$ cat src/rtl/demux_stream_1ton_pkg.sv
// Shared types and constants for the 1-to-N packet demultiplexer.
package demux_stream_1ton_pkg;

  typedef enum logic [1:0] {
    ST_IDLE  = 2'd0,
    ST_ROUTE = 2'd1,
    ST_DROP  = 2'd2
  } state_t;

  localparam int DROP_CNT_W = 16;

endpackage

$ cat src/rtl/demux_stream_1ton_if.sv
// Stream bundle for the demultiplexer: one shared ingress plus N per-channel egress lanes.
interface demux_stream_1ton_if #(
  parameter int DATA_W = 8,
  parameter int N_OUT  = 8,
  parameter int SEL_W  = 3
);

  logic              s_valid;
  logic              s_ready;
  logic [DATA_W-1:0] s_data;
  logic [SEL_W-1:0]  s_sel;
  logic              s_last;
  logic [N_OUT-1:0]  m_valid;
  logic [N_OUT-1:0]  m_ready;
  logic [DATA_W-1:0] m_data;
  logic              m_last;

  modport master (
    output s_valid, s_data, s_sel, s_last, m_ready,
    input  s_ready, m_valid, m_data, m_last
  );

  modport slave (
    input  s_valid, s_data, s_sel, s_last, m_ready,
    output s_ready, m_valid, m_data, m_last
  );

endinterface

$ cat src/rtl/demux_stream_1ton_out_reg.sv
// Single-entry output slice: holds one beat with its destination; load wins over retire.
module demux_stream_1ton_out_reg #(
  parameter int DATA_W = 8,
  parameter int SEL_W  = 3
) (
  input  logic              clk,
  input  logic              rst_n,
  input  logic              load,
  input  logic [DATA_W-1:0] ld_data,
  input  logic              ld_last,
  input  logic [SEL_W-1:0]  ld_dst,
  input  logic              retire,
  output logic              vld,
  output logic [SEL_W-1:0]  dst,
  output logic [DATA_W-1:0] data,
  output logic              last
);

  always_ff @(posedge clk or negedge rst_n) begin
    if (!rst_n) begin
      vld  <= 1'b0;
      dst  <= '0;
      data <= '0;
      last <= 1'b0;
    end else if (load) begin
      vld  <= 1'b1;
      dst  <= ld_dst;
      data <= ld_data;
      last <= ld_last;
    end else if (retire) begin
      vld  <= 1'b0;
    end
  end

endmodule

$ cat src/rtl/demux_stream_1ton.sv
// 1-to-N packet demux: routes each packet by the select seen on its first beat.
// Define DEMUX_DROP_CNT_EN to add the saturating drop_cnt output.
module demux_stream_1ton
  import demux_stream_1ton_pkg::*;
#(
  parameter int DATA_W = 8,
  parameter int N_OUT  = 8,
  parameter int SEL_W  = 3
) (
  input  logic                  clk,
  input  logic                  rst_n,
  demux_stream_1ton_if.slave    bus,
  output logic                  busy
`ifdef DEMUX_DROP_CNT_EN
  ,
  output logic [DROP_CNT_W-1:0] drop_cnt
`endif
);

  state_t             state, state_nxt;
  logic [SEL_W-1:0]   dest;
  logic [SEL_W-1:0]   ld_dst;
  logic [SEL_W-1:0]   out_dst;
  logic               out_vld;
  logic               out_rdy;
  logic               accept;
  logic               sel_ok;
  logic               load;

  assign out_rdy      = bus.m_ready[out_dst];
  assign bus.s_ready  = (state == ST_DROP) || !out_vld || out_rdy;
  assign accept       = bus.s_valid && bus.s_ready;
  assign sel_ok       = 32'(bus.s_sel) < N_OUT;
  assign bus.m_valid  = out_vld ? (N_OUT'(1) << out_dst) : '0;
  assign busy         = (state != ST_IDLE) || out_vld;

  always_ff @(posedge clk or negedge rst_n) begin
    if (!rst_n) begin
      state <= ST_IDLE;
      dest  <= '0;
    end else begin
      state <= state_nxt;
      if (accept && state == ST_IDLE && sel_ok)
        dest <= bus.s_sel;
    end
  end

  always_comb begin
    state_nxt = state;
    case (state)
      ST_IDLE:  if (accept && !bus.s_last) state_nxt = sel_ok ? ST_ROUTE : ST_DROP;
      ST_ROUTE: if (accept && bus.s_last)  state_nxt = ST_IDLE;
      ST_DROP:  if (accept && bus.s_last)  state_nxt = ST_IDLE;
      default:  state_nxt = ST_IDLE;
    endcase
  end

  // Only the first beat looks at s_sel; later beats follow the latched destination.
  always_comb begin
    load   = 1'b0;
    ld_dst = dest;
    case (state)
      ST_IDLE: begin
        load   = accept && sel_ok;
        ld_dst = bus.s_sel;
      end
      ST_ROUTE: load = accept;
      default:  load = 1'b0;
    endcase
  end

  demux_stream_1ton_out_reg #(
    .DATA_W (DATA_W),
    .SEL_W  (SEL_W)
  ) u_out_reg (
    .clk     (clk),
    .rst_n   (rst_n),
    .load    (load),
    .ld_data (bus.s_data),
    .ld_last (bus.s_last),
    .ld_dst  (ld_dst),
    .retire  (out_vld && out_rdy),
    .vld     (out_vld),
    .dst     (out_dst),
    .data    (bus.m_data),
    .last    (bus.m_last)
  );

`ifdef DEMUX_DROP_CNT_EN
  logic drop_start;

  assign drop_start = accept && (state == ST_IDLE) && !sel_ok;

  always_ff @(posedge clk or negedge rst_n) begin
    if (!rst_n)
      drop_cnt <= '0;
    else if (drop_start && drop_cnt != {DROP_CNT_W{1'b1}})
      drop_cnt <= drop_cnt + 1'b1;
  end
`endif

endmodule

$ cat src/flat_wrapper.sv
// flat-port wrapper written by rule: the top's interface ports become plain ports
module demux_stream_1ton_flat import demux_stream_1ton_pkg::*;
#(
  parameter int DATA_W = 8,
  parameter int N_OUT  = 8,
  parameter int SEL_W  = 3
)
  (clk, rst_n, busy, bus_s_valid, bus_s_data, bus_s_sel, bus_s_last, bus_m_ready, bus_s_ready, bus_m_valid, bus_m_data, bus_m_last);
  demux_stream_1ton_if #(.DATA_W(DATA_W), .N_OUT(N_OUT), .SEL_W(SEL_W)) bus_i ();
  input  logic clk;
  input  logic rst_n;
  output logic busy;
  input wire logic [$bits(bus_i.s_valid)-1:0] bus_s_valid;
  input wire logic [$bits(bus_i.s_data)-1:0] bus_s_data;
  input wire logic [$bits(bus_i.s_sel)-1:0] bus_s_sel;
  input wire logic [$bits(bus_i.s_last)-1:0] bus_s_last;
  input wire logic [$bits(bus_i.m_ready)-1:0] bus_m_ready;
  output wire logic [$bits(bus_i.s_ready)-1:0] bus_s_ready;
  output wire logic [$bits(bus_i.m_valid)-1:0] bus_m_valid;
  output wire logic [$bits(bus_i.m_data)-1:0] bus_m_data;
  output wire logic [$bits(bus_i.m_last)-1:0] bus_m_last;
  assign bus_i.s_valid = bus_s_valid;
  assign bus_i.s_data = bus_s_data;
  assign bus_i.s_sel = bus_s_sel;
  assign bus_i.s_last = bus_s_last;
  assign bus_i.m_ready = bus_m_ready;
  assign bus_s_ready = bus_i.s_ready;
  assign bus_m_valid = bus_i.m_valid;
  assign bus_m_data = bus_i.m_data;
  assign bus_m_last = bus_i.m_last;
  demux_stream_1ton #(.DATA_W(DATA_W), .N_OUT(N_OUT), .SEL_W(SEL_W)) u_core (.clk(clk), .rst_n(rst_n), .bus(bus_i), .busy(busy));
endmodule
$ cat config.mk
export PLATFORM = sky130hd
export DESIGN_NAME = demux_stream_1ton_flat
export DESIGN_NICKNAME = d
export VERILOG_FILES = /design/src/rtl/demux_stream_1ton_pkg.sv /design/src/rtl/demux_stream_1ton_if.sv /design/src/rtl/demux_stream_1ton_out_reg.sv /design/src/rtl/demux_stream_1ton.sv /design/src/flat_wrapper.sv
export SDC_FILE = /design/constraint.sdc
export NUM_CORES = 1
export LEC_CHECK = 0
export ABC_AREA = 1
export BUFFER_PORTS_ARGS = -buffer_cell sky130_fd_sc_hd__buf_2
export CORE_UTILIZATION = 41
export CTS_CLUSTER_DIAMETER = 200
export CTS_CLUSTER_SIZE = 40
export DETAILED_ROUTE_END_ITERATION = 8
export PLACE_DENSITY = 0.74
export SYNTH_ARGS = -nofsm -noshare
export SYNTH_HDL_FRONTEND = slang
export SYNTH_SLANG_ARGS = --single-unit
export TNS_END_PERCENT = 50
$ cat constraint.sdc
create_clock -name clk -period 1.2 [get_ports clk]
set_input_delay 0.3 -clock clk [delete_from_list [all_inputs] [get_ports clk]]
set_output_delay 0.3 -clock clk [all_outputs]
set_load 0.05 [all_outputs]
# Word-level counts from Yosys, hierarchy flattened
# Cells that the tools add are included.
# totals
in_bits	23
word_cells	38
reg_bits	18
# op_classes
eq_ne	4
n_reduce_logical	16
mux	10
order_cmp	1
n_shift	1
# op_table
operator	count
$mux 8	1
$shl 1x3->8 const A	1
$logic_and 1x1->1	5
$lt 3x4->1 const B	1
$mux 1	4
$mux 2	2
$pmux 2 s2	1
$reduce_bool 2->1	2
$reduce_or 2->1	2
$bmux 1 s3	1
$logic_or 1x1->1	3
$mux 3	1
$eq 2x1->1 const B	1
$eq 2x2->1 const B	1
$logic_not 1->1	2
$logic_not 2->1	1
$ne 2x1->1 const B	1
$ne 2x2->1 const B	1
$reduce_and 2->1	1

# Longest topological paths before layout
# Gate-level depths: netlist of the first run.
# depth
word_depth	7
mapped_depth	11
ltp_nobuf	9

# Modules after synthesis
# Synthesis of the first run repeated with hierarchy kept, for this count alone.
# unflattened
hier_cells	123
area_unflattened_um2	888.4
# modules_own_cells
module	instances	area_per_inst_um2	cells_each	seq_area_each_um2
demux_stream_1ton_out_reg	1	494.2	55	325.3
demux_stream_1ton	1	394.1	68	100.1

# Least setup slack after synthesis of the first run
# OpenSTA, ideal clock, no wires.
# synth_timing
path_kind	reg2out
startpoint	register u_core.u_out_reg.dst[1]
endpoint	output port bus_m_valid[0]
t_required_ns	0.900
path_stages_with_launch	5
slack_ns	-0.414
t_arrival_ns	1.314
cell_sequence	dfrtp_1 buf_6 nor2_4 inv_1 nor2_1
# synth_via
elab_chain_cells	2
# synth_lines
item	line_no	rtl
from (decl)	demux_stream_1ton_out_reg.sv:14	output logic [SEL_W-1:0] dst,
from (signal assigned)	demux_stream_1ton_out_reg.sv:27	dst <= ld_dst;
$shl 1x3->8	demux_stream_1ton.sv:34	assign bus.m_valid = out_vld ? (N_OUT'(1) << out_dst) : '0;
$mux 8	demux_stream_1ton.sv:34	
to (decl)	flat_wrapper.sv:19	output wire logic [$bits(bus_i.m_valid)-1:0] bus_m_valid;
# Every way passes these cells.

# Final worst setup path of the first run
# layout_timing
startpoint	register u_core.u_out_reg.dst[1]
endpoint	output port bus_s_ready
# layout_via
elab_chain_cells	3
# layout_lines
item	line_no	rtl
$bmux 1 s3	demux_stream_1ton.sv:30	assign out_rdy = bus.m_ready[out_dst];
$mux 1 (implied by the code)	demux_stream_1ton.sv:30	
$logic_or 1x1->1	demux_stream_1ton.sv:31	assign bus.s_ready = (state == ST_DROP) || !out_vld || out_rdy;
to (decl)	flat_wrapper.sv:18	output wire logic [$bits(bus_i.s_ready)-1:0] bus_s_ready;
# Every way passes these cells. The select of a mux whose other input is x is not followed.

==> impl_metrics.yaml, run 1 <==
outcome:
  outcome: "finished, violations left"
  violations: "negative setup slack"
synth:
  synth-seq-cells: 17
  synth_top_cell_by_area: "dfrtp_1"
  synthTopCellsByArea: "dfrtp_1 (44%), nand2_1 (24%), nand3_1 (4.7%)"
  yosys_warnings: 0
  synth_edf_count: 0
  synthArstFlopShare_pct: 100
  synth_common_cells: "nand2_1 (61), dfrtp_1 (17), nor2_1 (11)"
  synth_flop_cell: "dfrtp_1"
  synth_area_per_cell_um2: 7.37
  synth_most_common_cell: "nand2_1"
  synth_top_area_share_pct: 44.4
  syn_area_um2: 958
  synth_nets: 153
  synth-seq-area-share_pct: 44.4
  postSynthCellCount: 130
  synthDistinctLibCells: 17
setup_path:
  worstSetupPathType: "flop to primary output"
  reg2reg_to: "u_core.u_out_reg.data[5]$_DFFE_PN0P_"
  rr_worst_depth: 11
  required_ns: 0.90
  path_max_fanout: 7
  crit_path_end_kind: "primary output"
  worstReg2RegStart: "u_core.u_out_reg.dst[1]$_DFFE_PN0P_"
  ff2ff_setup_slack_ns: -0.44
  arrival_ns: 1.45
  critPathLaunchType: "flop"
sta:
  rsz0062_at_grt: "true"
  setup_tns_ns: -10.41
  fin_skew_ns: 0.0121
  relSlewSlack_pct: 74.5
  fin_crit_sh_pct: 146
  clock.fmax_ghz: 0.570
  fin_hold_ws_ns: 0.182
  maxSlewViolCount: 0
  setup_viol: 27
  tightestPinTransition_ns: 0.382
  fin_ws_ns: -0.554
  hold_violations: 0
  fin_crit_ns: 1.75
clock_tree:
  cts_max_level: 1
  cts-root-buf: "clkbuf_4"
  clock_sinks: 17
  clk_path_buf_depth: 2
  clk_latency_ns: 0.30
  path_clk_slew_ns: 0.11
  cts_buffers: 3
  cts_tree: "yes"
floorplan:
  ioPinCount: 42
  die_w_um: 50.4
  fp-row-count: 17
  die_h_um: 50.4
  coreArea_mm2: 0.00221
  start_util_pct: 43.3
  die_area_mm2: 0.00254
hold_path:
  hold_path_end: "u_core.u_out_reg.data[0]$_DFFE_PN0P_"
  hold_class: "input pin to flop"
  hold_path_depth: 3
  hold_start: "bus_s_data[0]"
power_and_ir_drop:
  swShare_pct: 52.5
  leakage_uw: 0.000892
  seq_power_share_pct: 21.4
  power.share.clock_pct: 6.4
  power_density_mw_per_mm2: 3080
  power_switching_uw: 2700
  ir_worst_vdd_uv: 2280
  pwr-share-comb_pct: 72.2
  power.internal_uw: 2440
drt:
  drt_first_pass_iters: 4
  ant_nets: 0
  drcViolationCount: 0
  wl_per_cell_um: 12.3
  vias_per_cell: 4.74
  drtIter0Drc: 16
  wl_um: 2750
  num_vias: 1056
place:
  hpwlAfterDp_um: 1810
  dp_cells: 211
  gp_routability_congestion: 0.888
  placed_area_mm2: 0.00135
  port-buffer-count: 41
grt:
  overflow: 0
  grt_pass1_vias: 1017
  grt_max_degree: 18
  grt_pass1_wl_um: 4230
  gr-usage-all-layers_pct: 21.8
  antenna_found_initial: 0
finish:
  fin_area_mm2: 0.00167
  final_nets: 219
  multiInputGateArea_um2: 592
  drive_above_1_share_pct: 56.9
  nFillCells: 168
  final-seq-area_um2: 428
  diodes: 0
  areaGrowthSynthToFinish_pct: 74.4
  stdcell_count: 223
flow_run:
  max_cap_violations: 0
==> area by class of cell <==
class	count	share of cell area (%)
Timing Repair Buffer	65	32.1
Inverter	12	2.99
Sequential cell	17	25.6
Clock buffer	3	1.35
Tap cell	28	2.10
Clock inverter	1	0.449
Multi-Input combinational cell	97	35.4
==> registers in the layout (all words and copies together) (netlist names) <==
| signal | count |
|---|---|
| u_core.u_out_reg.data | 8 |
| u_core.dest | 3 |
| u_core.u_out_reg.vld | 1 |
| u_core.state | 1 |
| u_core.u_out_reg.dst | 3 |
| u_core.u_out_reg.last | 1 |
==> through the flow <==
stage	total power (µW)	setup slack, ns	utilization, %
CTS	4880	-0.529	71.8
global placement	3860	-0.324	60.9
global route	5440	-0.631	75.6
floorplan	3170	-0.257	-
detailed placement	3920	-0.358	60.9
finish	5140	-0.554	75.6
==> worst max-delay path by stage <==
stage | depth (start not counted) | end | startpoint | slack, ns
5_1_grt | 6 | bus_s_ready | u_core.u_out_reg.dst[1]$_DFFE_PN0P_ | -0.63
4_1_cts | 6 | bus_s_ready | u_core.u_out_reg.dst[0]$_DFFE_PN0P_ | -0.53
2_1_floorplan | 9 | u_core.state[0]$_DFFE_PN0P_ | u_core.u_out_reg.dst[0]$_DFFE_PN0P_ | -0.26
6_report | 6 | bus_s_ready | u_core.u_out_reg.dst[1]$_DFFE_PN0P_ | -0.55
3_5_place_dp | 5 | bus_s_ready | u_core.u_out_reg.dst[1]$_DFFE_PN0P_ | -0.36
3_3_place_gp | 5 | bus_s_ready | u_core.u_out_reg.dst[1]$_DFFE_PN0P_ | -0.32
==> routing by layer <==
metal | up-vias | track usage [%] | wire length [µm]
li1 | 528 | - | -
met1 | 499 | 25.8 | 1080
met2 | 27 | 39.6 | 1570
met3 | 2 | 3.64 | 88
met4 | 0 | 6.94 | 21
met5 | - | 0 | 0
==> critical path: stages, from the launching register on <==
cell and delay, ns:
dfrtp_2 0.50, nor2_4 0.17, nand2_2 0.08, nand2_4 0.09, nor2_4 0.04, nor2_4 0.11, buf_6 0.16
==> power by group through the flow <==
stage / clock (µW) / combinational (µW) / sequential [µW]
finish: 327 / 3710 / 1100
global route: 356 / 3950 / 1140
CTS: 337 / 3440 / 1100
detailed placement: 0 / 2860 / 1060
global placement: 0 / 2810 / 1050
floorplan: 0 / 1680 / 1490
==> timing repair <==
| item | 4_1_cts | 5_1_grt |
|---|---|---|
| resized for setup | 55 | 17 |
| buffers inserted | 3 | 3 |
| pin swaps | 3 | 9 |
| endpoints found under the setup margin | 36 | 35 |
| hold buffers | 1 | 0 |
| gates cloned | 1 | 0 |
| endpoints found under the hold margin | 17 | 0 |
==> kinds of logic after synthesis <==
group | Yosys count | share of synthesized area (%)
flops | 17 | 44.4
compound gates | 2 | 1.44
buf+inv | 16 | 9.01
simple gates | 95 | 45.2
==> cell usage in the layout, fill, tap and decap left out <==
master         instances
clkinvlp_4             1
dfrtp_2                2
o21ai_2                1
clkbuf_4               3
dfrtp_1               15
nand3_1                3
buf_8                  1
clkinv_1               1
nand3_4                3
buf_2                 22
o21ai_1                1
nand2_4                4
nand4_1                4
nor2_4                10
inv_4                  2
buf_6                 25
inv_2                  4
nand2_1               54
nand2_2                7
inv_1                  5
dlygate4sd3_1          1
nor2_2                 5
nand3_2                5
buf_4                 16
Note: power is estimated with default switching activity, not from simulation.
==> run 2: changes to the inputs <==
Settings changed: CORE_MARGIN set to 2, CORE_UTILIZATION 41 to 46, PLACE_DENSITY 0.74 to 0.78.
Clock period 1.2 ns to 1.63 ns, I/O delays scaled along.
==> run 2 against run 1 <==
  * Sequential share of layout area is 5.2 points higher
  * Global-route usage is 0.19 points lower
  * Clock-buffer cell count stayed put
  * Flip-flop and latch count stayed put
  * Highest routed layer unchanged
  * The flow still finishes with violations (negative setup slack)
  * Core utilization is 4.8 points lower
  * Setup slack better by 0.35 ns
  * Sequential power is 29% lower
  * Clock power is 31% lower
  * Combinational power is 42% lower
==> impl_metrics.yaml, run 2 (synthesis gave the netlist of run 1 again) <==
outcome:
  outcome: "finished, violations left"
  violations: "negative setup slack"
grt:
  antenna_found_initial: 0
  overflow: 0
  gr-usage-all-layers_pct: 21.6
  grt_pass1_wl_um: 4090
  grt_max_degree: 18
  grt_pass1_vias: 958
floorplan:
  coreArea_mm2: 0.00196
  ioPinCount: 42
  die_w_um: 49.6
  die_h_um: 49.6
  die_area_mm2: 0.00246
  start_util_pct: 48.9
  fp-row-count: 16
hold_path:
  hold_class: "input pin to async pin"
setup_path:
  cpPeakStageDelay_ns: 0.48
  path_max_fanout: 5
  required_ns: 1.22
  crit_chain: "buf_4, nand3_2, nand3_1, nor2_2, nor2_4, buf_6"
  ff2ff_setup_slack_ns: 0.04
  crit_buf_inv: 2
  cp_slowest_cell: "dfrtp_2"
  critPathLaunchType: "flop"
  crit_path_end_kind: "primary output"
  worstSetupPathType: "flop to primary output"
  crit_family: "flip-flops"
  worstReg2RegStart: "u_core.u_out_reg.dst[1]$_DFFE_PN0P_"
  crit_start: "u_core.u_out_reg.dst[0]$_DFFE_PN0P_"
  arrival_ns: 1.43
clock_tree:
  cts_max_level: 1
  cts_buffers: 3
  holdBufCountCts: 0
  cts-root-buf: "clkbuf_4"
  clock_sinks: 17
  cts_tree: "yes"
  clk_path_buf_depth: 2
  path_clk_slew_ns: 0.10
  clk_latency_ns: 0.29
sta:
  maxSlewViolCount: 0
  fin_crit_sh_pct: 113
  relSlewSlack_pct: 74.9
  rsz0062_at_grt: "true"
  fin_hold_ws_ns: 0.0145
  fin_ws_ns: -0.205
  setup_tns_ns: -0.771
  tightestPinTransition_ns: 0.377
  fin_crit_ns: 1.83
  clock.fmax_ghz: 0.545
  setup_viol: 9
  hold_violations: 0
  fin_skew_ns: 0.00399
place:
  dp_slack_ns: -0.00871
  hpwlAfterDp_um: 1740
  gp_routability_congestion: 0.829
  port-buffer-count: 41
finish:
  most-common-layout-cells: "nand2_1 (58), buf_2 (32), dfrtp_1 (15), buf_6 (11)"
  largest_reg_flops: 8
  final_util_pct: 70.7
  nFillCells: 182
  largest_register: "u_core.u_out_reg.data"
  final_nets: 207
  drive_above_1_share_pct: 48.1
  diodes: 0
  multiInputGateArea_um2: 494
  areaGrowthSynthToFinish_pct: 44.8
  layout_commonest_cell: "nand2_1"
  final-seq-area_um2: 428
  reg_top3: "u_core.u_out_reg.data: 8 flops, u_core.dest: 3 flops, u_core.u_out_reg.dst: 3 flops"
drt:
  drcViolationCount: 0
  num_vias: 1009
  drt_first_pass_iters: 5
  drtIter0Drc: 20
  wl_per_cell_um: 11.9
  vias_per_cell: 4.80
  wl_um: 2510
  ant_nets: 0
flow_run:
  max_cap_violations: 0
power_and_ir_drop:
  leakage_uw: 0.000787
  ir_worst_vdd_uv: 1300
  power_density_mw_per_mm2: 2270
run 2: cell count changes in the layout (fill, tap and decap cells not counted), sizes merged:
cell         delta
buf            -11
dlygate4sd3     -1
clkinv          +1
clkinvlp        -1
run 2: layout make-up:
class	instances	area share, %
Clock buffer	3	1.62
Clock inverter	1	0.361
Inverter	12	3.25
Multi-Input combinational cell	97	35.6
Sequential cell	17	30.8
Tap cell	27	2.43
Timing Repair Buffer	53	25.9
run 2: through the flow:
stage          total power [µW]  instance area [µm²]  std cells
2_1_floorplan              2210                  963        130
3_3_place_gp               2600                 1220        202
3_5_place_dp               2650                 1220        202
4_1_cts                    3030                 1320        207
5_1_grt                    3370                 1390        210
6_report                   3150                 1390        210
run 2: layer usage:
layer | wire, µm | GRT usage, % | vias up
li1 | - | - | 505
met1 | 1080 | 25.9 | 476
met2 | 1310 | 39.6 | 24
met3 | 91 | 6.36 | 4
met4 | 27 | 1.39 | 0
met5 | 0 | 0 | -
run 2: power breakdown:
group / leakage (µW) / total (µW) / switching (µW) / internal, µW
Clock: 0.0000177 / 224 / 133 / 91.3
Sequential: 0.000206 / 776 / 154 / 622
Combinational: 0.000564 / 2150 / 1450 / 702
Total: 0.000787 / 3150 / 1740 / 1420
run 2: final timing paths:
path	end	depth (start not counted)
worst max-delay path	bus_s_ready	6
worst min-delay path	u_core.u_out_reg.data[3]$_DFFE_PN0P_	1
worst min register to register	u_core.u_out_reg.data[1]$_DFFE_PN0P_	2
min in group clk	u_core.u_out_reg.data[5]$_DFFE_PN0P_	3
max in group asynchronous	u_core.u_out_reg.dst[0]$_DFFE_PN0P_	1
worst max register to register	u_core.u_out_reg.dst[1]$_DFFE_PN0P_	10
run 2: repair_timing:
action / in CTS / in global routing
cloned: 0 / 0
gates resized for setup: 24 / 14
buffers inserted: 1 / 3
endpoints found under the setup margin: 9 / 13
pin swaps: 6 / 10
